**config.mk**
```make
export PLATFORM = sky130hd
export DESIGN_NAME = sparse_row_accumulator
export DESIGN_NICKNAME = d
export VERILOG_FILES = /design/src/rtl/sparse_row_accumulator.sv
export SDC_FILE = /design/constraint.sdc
export NUM_CORES = 1
export LEC_CHECK = 0
export CAP_MARGIN = 0
export CORE_UTILIZATION = 40
export CTS_BUF_LIST = sky130_fd_sc_hd__clkbuf_4 sky130_fd_sc_hd__clkbuf_8 sky130_fd_sc_hd__clkbuf_16
export DETAILED_ROUTE_END_ITERATION = 10
export DONT_BUFFER_PORTS = 1
export SYNTH_ARGS = -nofsm -noshare
export SYNTH_HDL_FRONTEND = slang
export SYNTH_SLANG_ARGS = --single-unit
```
**constraint.sdc**
```tcl
create_clock -name clk -period 10.52 [get_ports clk]
set_input_delay 2.104 -clock clk [delete_from_list [all_inputs] [get_ports clk]]
set_output_delay 2.104 -clock clk [all_outputs]
set_load 0.005 [all_outputs]
```
**src/rtl/sparse_row_accumulator.sv**
```systemverilog
// sparse_row_accumulator
// Consumer side of the CSR weight/bias stream for the time-multiplexed p-bit
// core. A row request is passed to the row loader. The streamed sparse row is
// accumulated against the p-bit state vector as I = h + sum(w_j * m_j), with
// m_j in {+1,-1}. The field is saturated to I_WIDTH and returned with a
// compute_done pulse that releases the loader.
//
// Ports
//   clk, reset         rising-edge clock, synchronous active-high reset
//   row_start, row_sel row request (sampled in IDLE only) and row number
//   pbit_state         bit j = 1 -> m_j = +1, 0 -> m_j = -1; stable while busy
//   start_load         one-cycle request to the loader
//   current_row        latched row_sel
//   data_valid, value, index   streamed weight beats
//   row_length, h, load_done   loader entry count, row bias, end of row
//   compute_done, I_valid      one-cycle completion pulses
//   I_out              saturated local field, held until the next result
//   busy               from accepted request through completion
//   idx_err, len_err   sticky per-row errors, cleared on the next request
//
// state  | meaning
// IDLE   | waiting for row_start (only taken once busy has dropped)
// ACCUM  | consuming data_valid beats until load_done
// FINISH | add bias, saturate, check length, pulse compute_done
module sparse_row_accumulator #(
  parameter int num_Pbits   = 16,
  parameter int VAL_WIDTH   = 8,
  parameter int INDEX_WIDTH = 5,
  parameter int h_WIDTH     = 8,
  parameter int I_WIDTH     = 10,
  localparam int ROW_W      = $clog2(num_Pbits + 1)
) (
  input  logic                          clk,
  input  logic                          reset,
  input  logic                          row_start,
  input  logic [ROW_W-1:0]              row_sel,
  input  logic [num_Pbits-1:0]          pbit_state,
  output logic                          start_load,
  output logic [ROW_W-1:0]              current_row,
  input  logic                          data_valid,
  input  logic signed [VAL_WIDTH-1:0]   value,
  input  logic [INDEX_WIDTH-1:0]        index,
  input  logic [4:0]                    row_length,
  input  logic signed [h_WIDTH-1:0]     h,
  input  logic                          load_done,
  output logic                          compute_done,
  output logic signed [I_WIDTH-1:0]     I_out,
  output logic                          I_valid,
  output logic                          busy,
  output logic                          idx_err,
  output logic                          len_err
);

  localparam int ACC_W = ((VAL_WIDTH > h_WIDTH) ? VAL_WIDTH : h_WIDTH)
                         + $clog2(num_Pbits) + 2;
  localparam int SEL_W = (num_Pbits > 1) ? $clog2(num_Pbits) : 1;
  localparam logic signed [ACC_W-1:0] SAT_MAX = ACC_W'((2 ** (I_WIDTH - 1)) - 1);
  localparam logic signed [ACC_W-1:0] SAT_MIN = ACC_W'(-(2 ** (I_WIDTH - 1)));

  typedef enum logic [1:0] {S_IDLE, S_ACCUM, S_FINISH} state_t;

  state_t                    state_q, state_d;
  logic signed [ACC_W-1:0]   acc_q, acc_d;
  logic [4:0]                cnt_q, cnt_d;
  logic [ROW_W-1:0]          row_q, row_d;
  logic signed [I_WIDTH-1:0] iout_q, iout_d;
  logic                      start_q, start_d;
  logic                      done_q, done_d;
  logic                      busy_q, busy_d;
  logic                      idx_err_q, idx_err_d;
  logic                      len_err_q, len_err_d;

  logic signed [ACC_W-1:0]   value_ext, h_ext, sum;
  logic                      idx_ok;
  logic                      m_bit;

  assign value_ext = ACC_W'(value);
  assign h_ext     = ACC_W'(h);
  assign sum       = acc_q + h_ext;
  assign idx_ok    = ({{(32 - INDEX_WIDTH){1'b0}}, index} < 32'(num_Pbits));
  // Only meaningful when idx_ok; out-of-range indices never reach the adder.
  assign m_bit     = pbit_state[index[SEL_W-1:0]];

  always_comb begin
    state_d   = state_q;
    acc_d     = acc_q;
    cnt_d     = cnt_q;
    row_d     = row_q;
    iout_d    = iout_q;
    start_d   = 1'b0;
    done_d    = 1'b0;
    busy_d    = busy_q;
    idx_err_d = idx_err_q;
    len_err_d = len_err_q;
    case (state_q)
      S_IDLE: begin
        // busy is still high during the compute_done cycle; it drops here
        // and a new request is taken only once it has fallen.
        busy_d = 1'b0;
        if (row_start && !busy_q) begin
          row_d     = row_sel;
          start_d   = 1'b1;
          acc_d     = '0;
          cnt_d     = '0;
          idx_err_d = 1'b0;
          len_err_d = 1'b0;
          busy_d    = 1'b1;
          state_d   = S_ACCUM;
        end
      end
      S_ACCUM: begin
        if (data_valid) begin
          cnt_d = cnt_q + 5'd1;
          if (!idx_ok)    idx_err_d = 1'b1;
          else if (m_bit) acc_d = acc_q + value_ext;
          else            acc_d = acc_q - value_ext;
        end
        if (load_done) state_d = S_FINISH;
      end
      S_FINISH: begin
        if (sum > SAT_MAX)      iout_d = I_WIDTH'(SAT_MAX);
        else if (sum < SAT_MIN) iout_d = I_WIDTH'(SAT_MIN);
        else                    iout_d = I_WIDTH'(sum);
        if (cnt_q != row_length) len_err_d = 1'b1;
        done_d  = 1'b1;
        state_d = S_IDLE;
      end
      default: state_d = S_IDLE;
    endcase
  end

  always_ff @(posedge clk) begin
    if (reset) begin
      state_q   <= S_IDLE;
      acc_q     <= '0;
      cnt_q     <= '0;
      row_q     <= '0;
      iout_q    <= '0;
      start_q   <= 1'b0;
      done_q    <= 1'b0;
      busy_q    <= 1'b0;
      idx_err_q <= 1'b0;
      len_err_q <= 1'b0;
    end else begin
      state_q   <= state_d;
      acc_q     <= acc_d;
      cnt_q     <= cnt_d;
      row_q     <= row_d;
      iout_q    <= iout_d;
      start_q   <= start_d;
      done_q    <= done_d;
      busy_q    <= busy_d;
      idx_err_q <= idx_err_d;
      len_err_q <= len_err_d;
    end
  end

  assign start_load   = start_q;
  assign current_row  = row_q;
  assign compute_done = done_q;
  assign I_valid      = done_q;
  assign I_out        = iout_q;
  assign busy         = busy_q;
  assign idx_err      = idx_err_q;
  assign len_err      = len_err_q;

endmodule
```
Word level (Yosys, flattened, before mapping)
Cells that the tools add are included.

word-level totals
  register bits after elaboration = 41
  logic and storage cells = 63
  input bits = 52
  output and inout bits = 21

operators by class
  eq/ne operators = 9
  $lt $le $gt $ge = 4
  reductions and logical operators = 12
  add/sub/neg operators = 4
  bitwise gates (word level) = 1
  muxes and demuxes = 23

operators with widths
  operator                                                       count
  2-to-1 mux 14 bit                                              4
  adder 14 x 8 -> 14 bit                                         2
  case mux 14 bit (2 select lines)                               1
  2-to-1 mux 10 bit                                              2
  > comparator 14 x 10 -> 1 bit (second input constant)          1
  less-than comparator 14 x 10 -> 1 bit (second input constant)  1
  subtractor 14 x 8 -> 14 bit                                    1
  != test 2 bit (second input constant)                          6
  2-to-1 mux 5 bit                                               2
  case mux 5 bit (2 select lines)                                1
  AND reduction 4 bit                                            2
  2-to-1 mux 1 bit                                               7
  AND reduction 3 bit                                            2
  adder 5 x 1 -> 5 bit (second input constant)                   1
  less-than comparator 4 x 5 -> 1 bit (second input constant)    1
  less-than comparator 5 bit (second input constant)             1
  != test 5 bit                                                  1
  binary-select mux 1 bit (select 4 bit)                         1
  2-to-1 mux 2 bit                                               2
  case mux 1 bit (2 select lines)                                2
  case mux 2 bit (2 select lines)                                1
  AND reduction 2 bit                                            2
  nonzero test 2 bit                                             2
  == test 2 x 1 -> 1 bit (second input constant)                 1
  6 further kinds                                                6

Logic depth before layout (Yosys ltp)
Gate-level depths: netlist (run 1).

  word-level depth = 6
  depth in mapped cells = 14
  depth with buffers taken out = 13

Worst setup path after synthesis (run 1)
OpenSTA, ideal clock, no wires.

  path kind = input-to-reg
  start = input index[2]
  end = register acc_q[13]
  stages on the path = 14
  buffers on the path = 1
  arrival = 5.331 ns
  setup time = 0.132 ns
  required time = 10.388 ns
  path slack = 5.057 ns
  cell sequence = mux4_1 > mux4_2 > clkbuf_1 > a21oi_1 > xor2_1 > ha_1 > o21a_1 > o2111a_1 > a2111oi_0 > o41ai_1 > xor2_1 > nor2_1 > o21ai_1 > a21oi_1

on the way
  cells in the longest elaborated chain, start to end = 6
  elaborated cells on any way between the ends = 9
  classes of those cells = 1 x order compare; 1 x eq/ne; 6 x mux; 1 x reduce/logical

ends and longest elaborated chain
  what                                    line  source
  start, declared                         42    input logic [INDEX_WIDTH-1:0] index,
  binary-select mux 1 bit (select 4 bit)  82    assign m_bit = pbit_state[index[SEL_W-1:0]];
  2-to-1 mux 1 bit (not written as such)  82
  2-to-1 mux 14 bit                       115   else if (m_bit) acc_d = acc_q + value_ext;
  2-to-1 mux 14 bit                       114   if (!idx_ok) idx_err_d = 1'b1;
  2-to-1 mux 14 bit                       112   if (data_valid) begin
  case mux 14 bit (2 select lines)        95    case (state_q)
  end signal, assigned                    135   acc_q <= '0;
  end signal, assigned                    146   acc_q <= acc_d;
  end, declared                           63    logic signed [ACC_W-1:0] acc_q, acc_d;

Several ways; a longest one is shown, not always the timed one. The select of a mux whose other input is x is not followed.
A chain may end at the register's enable or synchronous reset.

Worst setup path after layout (run 1)
Same ends and word-level chain as after synthesis.

==> impl_metrics.yaml, run 1 <==
die:
  die_w_um: 90.31
  die_h_um: 90.31
  core_area_um2: 7408
  initial_core_util_pct: 42.10
  io_pins: 73
  rows: 31
  die_area_um2: 8155
synth:
  yosysTopAreaCell: "dfxtp_1"
  synth_most_common_cell: "nor2_1"
  syn_area_per_cell_um2: 8.296
  yosysUniqueCellTypes: 61
  yosysWarnings: 0
  synth_edf_count: 0
  synth_nets: 458
  yosys_register_bits: 41
  ys_seq_area_share_pct: 26.31
  syn_inst: 376
  synth_top_area_share_pct: 26.31
  synthArstFlopShare_pct: 0
  netlist_area_um2: 3119
  synth_area_leaders: "dfxtp_1 (26%), ha_1 (11%), a21oi_1 (6.3%)"
  yosys-top-cells-count: "nor2_1 (45), dfxtp_1 (41), a21oi_1 (39)"
  synth_ff_type: "dfxtp_1"
critical_path:
  rr_startpoint: "acc_q[0]$_SDFFE_PP0P_"
  crit_path_start_kind: "primary input"
  crit_path_end_kind: "register"
  r2r_end: "I_out[6]$_SDFFE_PP0P_"
  crit_fanout: 13
  worstSetupPathType: "primary input to register"
  crit_required_ns: 10.74
  r2r_setup_slack_ns: 7.54
  critPathArrivalTime_ns: 5.54
  r2r_cells: 11
job:
  maxCapViolations: 0
place:
  hpwlAfterDp_mm: 5.436
  place_congestion: 0.8284
  dp_cells: 464
  io_buffers: 0
global_routing:
  grt_use_total_pct: 16.94
  grt_pass1_wl_mm: 11.40
  grt_pass1_vias: 2375
  grt_max_degree: 29
  met2_usage_pct: 24.81
  grt_antenna_before_repair: 0
  use_met1_pct: 25.56
  grt_use_met3_pct: 3.199
  grt.busiest_layer: "met1"
  overflow: 0
timing:
  fin_tns_setup_ns: 0
  hold_violations: 0
  fin_crit_ns: 5.323
  setup_viol: 0
  hold_slack_ns: 0.4734
  fin_crit_sh_pct: 50.60
  max_freq_ghz: 0.1879
  rsz0062_at_grt: "no"
  tightest_slew_ns: 0.6714
  slew_headroom_pct: 54.83
  finalClockSkew_ns: 0.008580
  maxSlewViolCount: 0
power_and_ir_drop:
  p_sw_uw: 112.8
  p_clk_share_pct: 32.0
  p_leak_uw: 0.001321
  seq_power_share_pct: 43.1
  p_int_uw: 273.1
  ir_worst_vdd_uv: 44.58
  p_per_area_nw_per_um2: 116.7
  combPwrFrac_pct: 24.9
  netSwitchingFraction_pct: 29.22
clock_network:
  clk_path_buf_depth: 2
  htree_num_levels: 2
  cts_root_buf: "clkbuf_8"
  cts_setup_buffers: 0
  cts.clk_slew.worst_paths_ns: 0.08
  cts_buffers: 5
  holdBufCountCts: 0
  cts_tree: "yes"
  clk_latency_ns: 0.29
  clock-sinks: 41
  cts_resized: 0
status:
  status: "finished clean"
final_layout:
  synthToLayoutAreaGrowth_pct: 5.977
  nets: 454
  diodes: 0
  final-instance-count-excl-fill: 471
  layout-drive-gt1-share_pct: 6.183
  fill_cells: 721
  finish.utilization_pct: 44.62
route:
  wirelength_mm: 6.717
  drc: 0
  drt_iter0_markers: 63
  viasPerCell: 5.507
  num_vias: 2594
  postRouteAntennaNets: 0
  first_pass_iters: 4
  wl_per_cell_um: 14.26
min_path:
  hold_class: "register to register"
  min-delay-start: "current_row[3]$_SDFFE_PP0P_"
  min_to: "current_row[3]$_SDFFE_PP0P_"
  worstHoldPathCells: 2
## cells in the final DEF (no fill, tap or decap), types with 9 or more instances in the layout
master / instances
nor2_1: 45
a21oi_1: 39
ha_1: 28
o21ai_0: 25
nand2_1: 29
dfxtp_1: 41
xnor2_1: 18
nand2b_1: 9
inv_1: 13
xor2_1: 13
## sequential cells by signal, indices dropped and copies added (netlist names)
signal,cells
current_row,5
state_q,2
start_load,1
busy,1
len_err,1
acc_q,14
idx_err,1
cnt_q,5
I_out,10
I_valid,1
## cell type report
class	instances	area (um2)	share of cell area, %
multi-input cells	310	2201	66.58
flip-flops and latches	41	820.8	24.83
well taps	99	123.9	3.747
clock buffers	5	68.82	2.082
inverters	13	48.80	1.476
clock inverters	2	35.03	1.060
repair buffers	1	7.507	0.2271
## power groups by stage
stage	Sequential [uW]	Clock (uW)	Combinational (uW)
final	166	124	96.1
after global routing	167	134	110
after CTS	166	126	96.1
after detailed placement	170	0	95.7
after global placement	170	0	95.1
after floorplan	168	0	81.8
## stage by stage
step | cell area [um2] | power [uW] | setup slack (ns)
after global placement | 3202 | 264.9 | 4.986
after global routing | 3306 | 411.3 | 4.814
after floorplan | 3119 | 250.0 | 5.057
final | 3306 | 385.9 | 5.197
after CTS | 3306 | 388.5 | 5.206
after detailed placement | 3202 | 265.7 | 4.896
## cell families after synthesis
| logic type | count (synthesis) | share of synthesized area, % |
|---|---|---|
| xor gates and xnor gates | 31 | 8.704 |
| buffers and inverters | 25 | 3.129 |
| AOI/OAI and AO/OA | 112 | 23.95 |
| and+or+nand+nor | 128 | 19.90 |
| DFF | 41 | 26.31 |
| adders and majority gates | 30 | 12.52 |
| muxes | 9 | 5.495 |
## metal layers
| layer | routed length, um | part of all wire [%] |
|---|---|---|
| met5 | 0 | 0 |
| met4 | 42 | 0.63 |
| met3 | 300 | 4.5 |
| met2 | 2808 | 42 |
| met1 | 3566 | 53 |
## worst max-delay path, cell delays in order
cell	delay (ns)
mux4_1	0.53
mux4_2	0.62
a21oi_1	0.19
xor2_1	0.21
ha_1	0.31
o21a_1	0.14
o2111a_1	0.24
a2111oi_0	0.52
o41ai_1	0.17
xor2_1	0.17
nor2_1	0.11
o21ai_1	0.06
a21oi_1	0.16
## worst max path at each step
stage / cells after the start / to / startpoint
5_1_grt: 13 / acc_q[13]$_SDFFE_PP0P_ / index[2]
3_5_place_dp: 13 / acc_q[13]$_SDFFE_PP0P_ / index[2]
2_1_floorplan: 14 / acc_q[13]$_SDFFE_PP0P_ / index[2]
4_1_cts: 13 / acc_q[13]$_SDFFE_PP0P_ / index[2]
3_3_place_gp: 13 / acc_q[13]$_SDFFE_PP0P_ / index[2]
6_report: 13 / acc_q[13]$_SDFFE_PP0P_ / index[2]
Note: power is estimated with default switching activity, not from simulation.
==> run 2, diff against run 1 <==
Clock period 10.52 ns to 4.9 ns, I/O delays scaled along.
==> impl_metrics.yaml, run 2 (same netlist as run 1, synthesis figures left out) <==
place:
  hpwlAfterDp_mm: 5.393
  io_buffers: 0
  place_congestion: 0.8286
  dp_cells: 464
global_routing:
  grt_antenna_before_repair: 0
  grt_use_total_pct: 16.84
  overflow: 0
  grt_pass1_wl_mm: 11.33
  grt_pass1_vias: 2379
  grt_max_degree: 29
timing:
  slew_headroom_pct: 54.66
  hold_violations: 0
  fin_tns_setup_ns: 0
  max_freq_ghz: 0.2393
  tightest_slew_ns: 0.6739
  setup_viol: 0
  finalClockSkew_ns: 0.007578
  fin_crit_ns: 4.178
  maxSlewViolCount: 0
  hold_slack_ns: 0.4728
  rsz0062_at_grt: "no"
  fin_crit_sh_pct: 85.27
final_layout:
  largest_reg_flops: 14
  nets: 454
  final_common_cell: "nor2_1"
  diodes: 0
  synthToLayoutAreaGrowth_pct: 6.939
  layout-drive-gt1-share_pct: 6.434
  finish.utilization_pct: 45.03
  final-instance-count-excl-fill: 472
  top_register: "acc_q"
  final_cell_mix: "nor2_1 (45), dfxtp_1 (41), a21oi_1 (39)"
clock_network:
  cts_root_buf: "clkbuf_8"
  cts_resized: 0
  cts_buffers: 5
  cts_setup_buffers: 0
  clk_path_buf_depth: 2
  htree_num_levels: 2
  cts.clk_slew.worst_paths_ns: 0.08
  clk_latency_ns: 0.29
  clock-sinks: 41
  holdBufCountCts: 0
  cts_tree: "yes"
route:
  first_pass_iters: 4
  wl_per_cell_um: 13.98
  drc: 0
  viasPerCell: 5.519
  postRouteAntennaNets: 0
  wirelength_mm: 6.600
  drt_iter0_markers: 101
  num_vias: 2605
die:
  core_area_um2: 7408
  die_w_um: 90.31
  initial_core_util_pct: 42.10
  die_area_um2: 8155
  rows: 31
  io_pins: 73
  die_h_um: 90.31
critical_path:
  crit_required_ns: 5.12
  critPathArrivalTime_ns: 4.40
  crit_path_end_kind: "register"
  crit_fanout: 13
  worstSetupPathType: "primary input to register"
  crit_path_start_kind: "primary input"
power_and_ir_drop:
  p_leak_uw: 0.001335
  p_per_area_nw_per_um2: 264.6
  ir_worst_vdd_uv: 104.2
  total_power_uw: 882.6
job:
  maxCapViolations: 0
status:
  status: "finished clean"
min_path:
  hold_class: "register to register"
==> run 2: cell types whose count changed in the layout (fill, tap and decap cells not counted) <==
| cell | before | now |
|---|---|---|
| bufinv_16 | 1 | 2 |
==> run 2: power breakdown <==
group	internal, uW	leakage (uW)	switching (uW)
Combinational	92.7	0.000935	113
Sequential	345	0.000333	11.2
Clock	202	0.0000681	118
Total	641	0.00134	242
==> run 2: area by class of cell <==
cell class              count  area [um2]
clock buffers               5       68.82
clock inverters             3       65.06
fillers                   744        4073
inverters                  13       48.80
multi-input cells         310        2201
flip-flops and latches     41       820.8
well taps                  99       123.9
repair buffers              1       7.507
==> run 2: per-stage QoR <==
stage	area [um2]	worst slack [ns]
final	3336	0.7216
after global routing	3336	0.3360
after CTS	3336	0.7134
after detailed placement	3202	0.4222
after global placement	3202	0.4896
after floorplan	3119	0.5605
==> run 2: worst paths after layout <==
path	start	to	slack, ns	cells past startpoint
hold / removal	current_row[1]$_SDFFE_PP0P_	current_row[1]$_SDFFE_PP0P_	0.47	2
setup reg to reg	acc_q[0]$_SDFFE_PP0P_	I_out[6]$_SDFFE_PP0P_	1.93	11
hold reg to reg	current_row[1]$_SDFFE_PP0P_	current_row[1]$_SDFFE_PP0P_	0.47	2
setup / recovery	index[2]	acc_q[13]$_SDFFE_PP0P_	0.72	13
==> run 2: per-layer routing <==
layer,vias to the layer above,GRT usage (%),wire length [um]
li1,1366,-,-
met1,1169,25.47,3403
met2,68,24.68,2781
met3,2,3.030,379
met4,0,3.629,36
met5,-,0,0
==> run 2: critical path, stage by stage <==
cell       delay (ns)
mux4_1           0.51
mux4_2           0.62
a21oi_1          0.19
xor2_1           0.21
ha_1             0.31
o21a_1           0.14
o2111a_1         0.24
a2111oi_0        0.53
o41ai_1          0.17
xor2_1           0.17
nor2_1           0.11
o21ai_1          0.06
a21oi_1          0.16
==> run 3, diff against run 2 <==
Settings changed: SLEW_MARGIN from default to 20.
==> results of run 3 <==
Same layout as run 2: the final DEF is identical, and so are final timing and power.
==> RTL change 1 (settings of run 3) <==
Remove the register `start_q`: a continuous assignment takes its place, so the output `start_load` follows one clock earlier.
--- a/src/rtl/sparse_row_accumulator.sv
+++ b/src/rtl/sparse_row_accumulator.sv
@@ -137,5 +137,4 @@
       row_q     <= '0;
       iout_q    <= '0;
-      start_q   <= 1'b0;
       done_q    <= 1'b0;
       busy_q    <= 1'b0;
@@ -148,5 +147,4 @@
       row_q     <= row_d;
       iout_q    <= iout_d;
-      start_q   <= start_d;
       done_q    <= done_d;
       busy_q    <= busy_d;
@@ -155,4 +153,6 @@
     end
   end
+
+  assign start_q = start_d;
 
   assign start_load   = start_q;
Behaviour: not the same (a bounded check fails within 4 cycles, from zero or initial values and one cycle with reset high).
==> RTL change 1 against run 3 <==
Power shrank 5.1%. Final area shrank 0.86%. Worst setup slack lost 0.084 ns. Global-route usage grew 0.85 points. Sequential cell count shrank 1. Core utilization shrank 0.39 points. Area after synthesis grew 0.16%. Sequential power shrank 3%. Sequential share of layout area shrank 0.39 points. Wire length grew 7.6%. Critical path type unchanged. Largest cell class unchanged.
==> RTL change 1: results (changes against run 3) <==
Run status
  – Status: completed

Power
  – Seq. pwr: 0.347 mW (-3%)
  – P_leak: 1.372 nW (+2.7%)
  – Reg power frac: 41.4% (+1.0 points)
  – Comb. pwr: 0.210 mW (+2%)
  – Sw power: 0.2557 mW (+5.6%)
  – Peak VDD IR: 120.7 uV (+16%)

GRT
  – GR Util met2: 28.75% (+4.1 points)
  – Vias in the first global route: 2,568 (+7.9%)
  – GR met1 Demand/Resource: 24.10% (-1.4 points)
  – First-pass GRT wire length: 11.91 mm (+5.1%)
  – GRT Util Overall: 17.69% (+0.85 points)
  – Pin count of the biggest net entering global routing: 35 (+21%)
  – Global Route met3 Usage: 3.535% (+0.51 points)

Place
  – DP Area: 0.003192 mm2 (-0.31%)
  – Post-DP HPWL: 5.637 mm (+4.5%)
  – DP Cell Count: 469 (+1.1%)
  – Routability cong.: 0.8623 (+4.1%)
  – Place WS: 0.3633 ns (-0.05884 ns)

Logic synthesis
  – Post-synthesis adder-cell area fraction: 12.49% (-0.020 points)
  – Register area share after synthesis: 25.63% (-0.68 points)
  – Mapped Cells: 384 (+2.1%)
  – Synth Area in Compound Gates: 23.31% (-0.64 points)
  – Distinct cells, synth: 57 (-6.6%)
  – Proportion of synthesized area in mux cells: 5.607% (+0.11 points)
  – Commonest cells post-synth: 50 x nor2_1, 40 x dfxtp_1, 35 x nand2_1
  – Area contributors post-synth: dfxtp_1 26%, ha_1 11%, nor2_1 6.0%
  – Synth Area in XOR/XNOR: 8.690% (-0.014 points)
  – Asr flop ratio synth: 0% (unchanged)

Critical path
  – RR Endpoint: I_out[5]$_SDFFE_PP0P_
  – CP arrival: 4.50 ns (+0.10 ns)
  – Critical Path Max Stage Delay: 0.62 ns (about the same)
  – FF-to-FF setup slack: 2.05 ns (+0.12 ns)

Clock tree
  – Clock Path Buffers: 2 (unchanged)
  – CTS clk-pin slew, worst paths: 0.08 ns (about the same)
  – CTS resizes: 0 (unchanged)
  – H-tree depth: 2 (unchanged)

Layout
  – Top reg by flops: acc_q
  – Fill count: 741 (-0.40%)
  – ANT cells: 0 (unchanged)
  – Layout cell share with drive strength beyond 1: 4.497% (-1.9 points)
  – Final nets: 459 (+1.1%)

STA
  – Hold slack final: 0.4661 ns (-0.006700 ns)
  – Period minus WS final: 4.263 ns (+0.08422 ns)
  – Final Skew: 0.002602 ns (-0.004976 ns)
  – Slew HR: 51.34% (-3.3 points)

Min path
  – Worst Hold End: I_out[3]$_SDFFE_PP0P_
  – Worst hold start: I_out[3]$_SDFFE_PP0P_

Floorplan
  – Initial core utilization: 42.17% (+0.068 points)

Route
  – Initial DRT Pass Iterations: 6 (+2)
  – Vias per cell: 5.648 (+2.3%)
  – Via count: 2,694 (+3.4%)
  – Iteration-0 DRC Markers: 99 (-2.0%)
  – Post-Route WL: 7.104 mm (+7.6%)
-- RTL change 1: cell count changes in the layout (fill, tap and decap cells not counted), moves of 5 or more --
cell,change
a21oi_1,-9
nand2b_1,-6
o21ai_0,-8
a211oi_1,+5
nor2_1,+5
nand2_1,+6
o211ai_1,+5
-- RTL change 1: area by class of cell --
class | count | area, um2 | share of cell area, %
Clock inverter | 3 | 46.29 | 1.400
Multi-Input combinational cell | 314 | 2207 | 66.74
Sequential cell | 40 | 800.8 | 24.21
Clock buffer | 5 | 68.82 | 2.081
Inverter | 16 | 60.06 | 1.816
Tap cell | 99 | 123.9 | 3.746
-- RTL change 1: worst max-delay path: cells and delay by family --
kind,cells,cell delay [ns]
AOI/OAI and AO/OA,7,1.59
muxes,2,1.14
adders and majority gates,1,0.29
xor gates and xnor gates,2,0.37
and+or+nand+nor,1,0.11
-- RTL change 1: layer usage --
metal / vias to the layer above / part of all wire (%)
li1: 1382 / -
met1: 1234 / 50
met2: 73 / 44
met3: 5 / 4.8
met4: 0 / 1.0
met5: - / 0
==> RTL change 2 (flow settings as in run 3) <==
Made on the original files. `h_WIDTH`: 8 -> 10.
--- a/src/rtl/sparse_row_accumulator.sv
+++ b/src/rtl/sparse_row_accumulator.sv
@@ -27,5 +27,5 @@
   parameter int VAL_WIDTH   = 8,
   parameter int INDEX_WIDTH = 5,
-  parameter int h_WIDTH     = 8,
+  parameter int h_WIDTH     = 10,
   parameter int I_WIDTH     = 10,
   localparam int ROW_W      = $clog2(num_Pbits + 1)
Ports: changed (resized h); port bits go from 73 to 75. No check against the original RTL was run, so the function may have changed too.
==> RTL change 2 against run 3 <==
Final area grew 7.8%. First-iteration DRC count decreased by 11%. Wire length grew 14%. Sequential cell count is 2 higher. Critical path type unchanged. Non-clock buffer count grew 1. Power shrank 6.3%. Area after synthesis up 9.3%. Worst setup slack better by 0.12 ns. Clock skew is 0.0050 ns higher. Cell count up 11%. Via count increased by 13%. Highest routed layer unchanged. Sequential power grew 5%.
==> RTL change 2: results (changes against run 3) <==
Route
  – WL met3: 387 um (+2.1%)
  – Metal2 WL: 3.353 mm (+21%)
  – Post-Route WL: 7.530 mm (+14%)
  – Residual DRC: 0 (unchanged)
  – Via count: 2,933 (+13%)
  – Iteration-0 DRC Markers: 90 (-11%)
  – Met1 WL: 3.714 mm (+9.1%)

GRT
  – GR Util met2: 29.47% (+4.8 points)
  – GR met1 Demand/Resource: 23.07% (-2.4 points)
  – Vias in the first global route: 2,774 (+17%)
  – Global Route met3 Usage: 3.560% (+0.53 points)

Layout
  – Number of flip-flops under the largest register name: 16 (+2)
  – Layout cell share with drive strength beyond 1: 6.429% (about the same)
  – Fill count: 814 (+9.4%)

Clock tree
  – Skew-Pair Late Insertion Delay: about 0.30 ns

Power
  – Reg power frac: 45.3% (+4.9 points)
  – Total power: 0.8271 mW (-6.3%)
  – P_leak: 1.441 nW (+7.9%)
  – Sw power: 0.2551 mW (+5.4%)
  – Comb. pwr: 0.216 mW (+5%)
  – Peak VDD IR: 109.3 uV (+4.9%)

Logic synthesis
  – Syn_nets: 511 (+12%)
  – Area contributors post-synth: dfxtp_1 25%, ha_1 12%, xnor2_1 5.9%
  – Distinct cells, synth: 55 (-9.8%)
  – Commonest cells post-synth: 48 x nor2_1, 43 x dfxtp_1, 36 x nand2_1
  – Synth Area in Compound Gates: 25.29% (+1.3 points)
  – Proportion of synthesized area in mux cells: 3.855% (-1.6 points)
  – Post-synthesis adder-cell area fraction: 13.29% (+0.77 points)
  – Synth Area in XOR/XNOR: 8.994% (+0.29 points)
  – Asr flop ratio synth: 0% (unchanged)

Run status
  – Status: completed

Place
  – Post-DP HPWL: 6.242 mm (+16%)
  – Routability cong.: 0.8877 (+7.1%)

Critical path
  – Critical Path Max Stage Delay: 0.46 ns (-0.16 ns)
[RTL change 2: through the flow]
step | utilization [%] | instance area [um2] | std cells | setup WS, ns
after floorplan | - | 3408 | 422 | 0.7660
after global placement | 42.65 | 3505 | 518 | 0.6649
after detailed placement | 42.65 | 3505 | 518 | 0.5702
after CTS | 43.76 | 3596 | 525 | 0.8799
after global routing | 43.76 | 3596 | 525 | 0.5657
final | 43.76 | 3596 | 525 | 0.8369
[RTL change 2: worst paths after layout]
path | from | endpoint | slack (ns) | cells past startpoint
setup reg to reg | acc_q[0]$_SDFFE_PP0P_ | I_out[3]$_SDFFE_PP0P_ | 1.86 | 11
hold reg to reg | current_row[2]$_SDFFE_PP0P_ | current_row[2]$_SDFFE_PP0P_ | 0.48 | 2
hold / removal | current_row[2]$_SDFFE_PP0P_ | current_row[2]$_SDFFE_PP0P_ | 0.48 | 2
setup / recovery | index[0] | acc_q[13]$_SDFFE_PP0P_ | 0.84 | 14
[RTL change 2: tightest hold or removal path: cells and delay by family (launching register included)]
kind | cells | cell delay, ns
compound gates | 1 | 0.06
flops | 1 | 0.33
simple gates | 1 | 0.06
[RTL change 2: area by class of cell]
type	count	area (um2)	area share [%]
inverter	17	63.81	1.775
multi-input combinational	351	2434	67.68
clock buffer	6	82.58	2.296
timing repair buffer	2	15.01	0.4175
tap	105	131.4	3.653
sequential	43	860.8	23.94
clock inverter	1	8.758	0.2436
[RTL change 2: cell families (layout without fill, tap and decap cells)]
group           after synthesis  after routing
fa+ha+maj                    35             35
buf+inv                      28             26
mux                           8              8
compound gates              129            129
xor+xnor                     35             35
simple gates                144            144
flops                        43             43
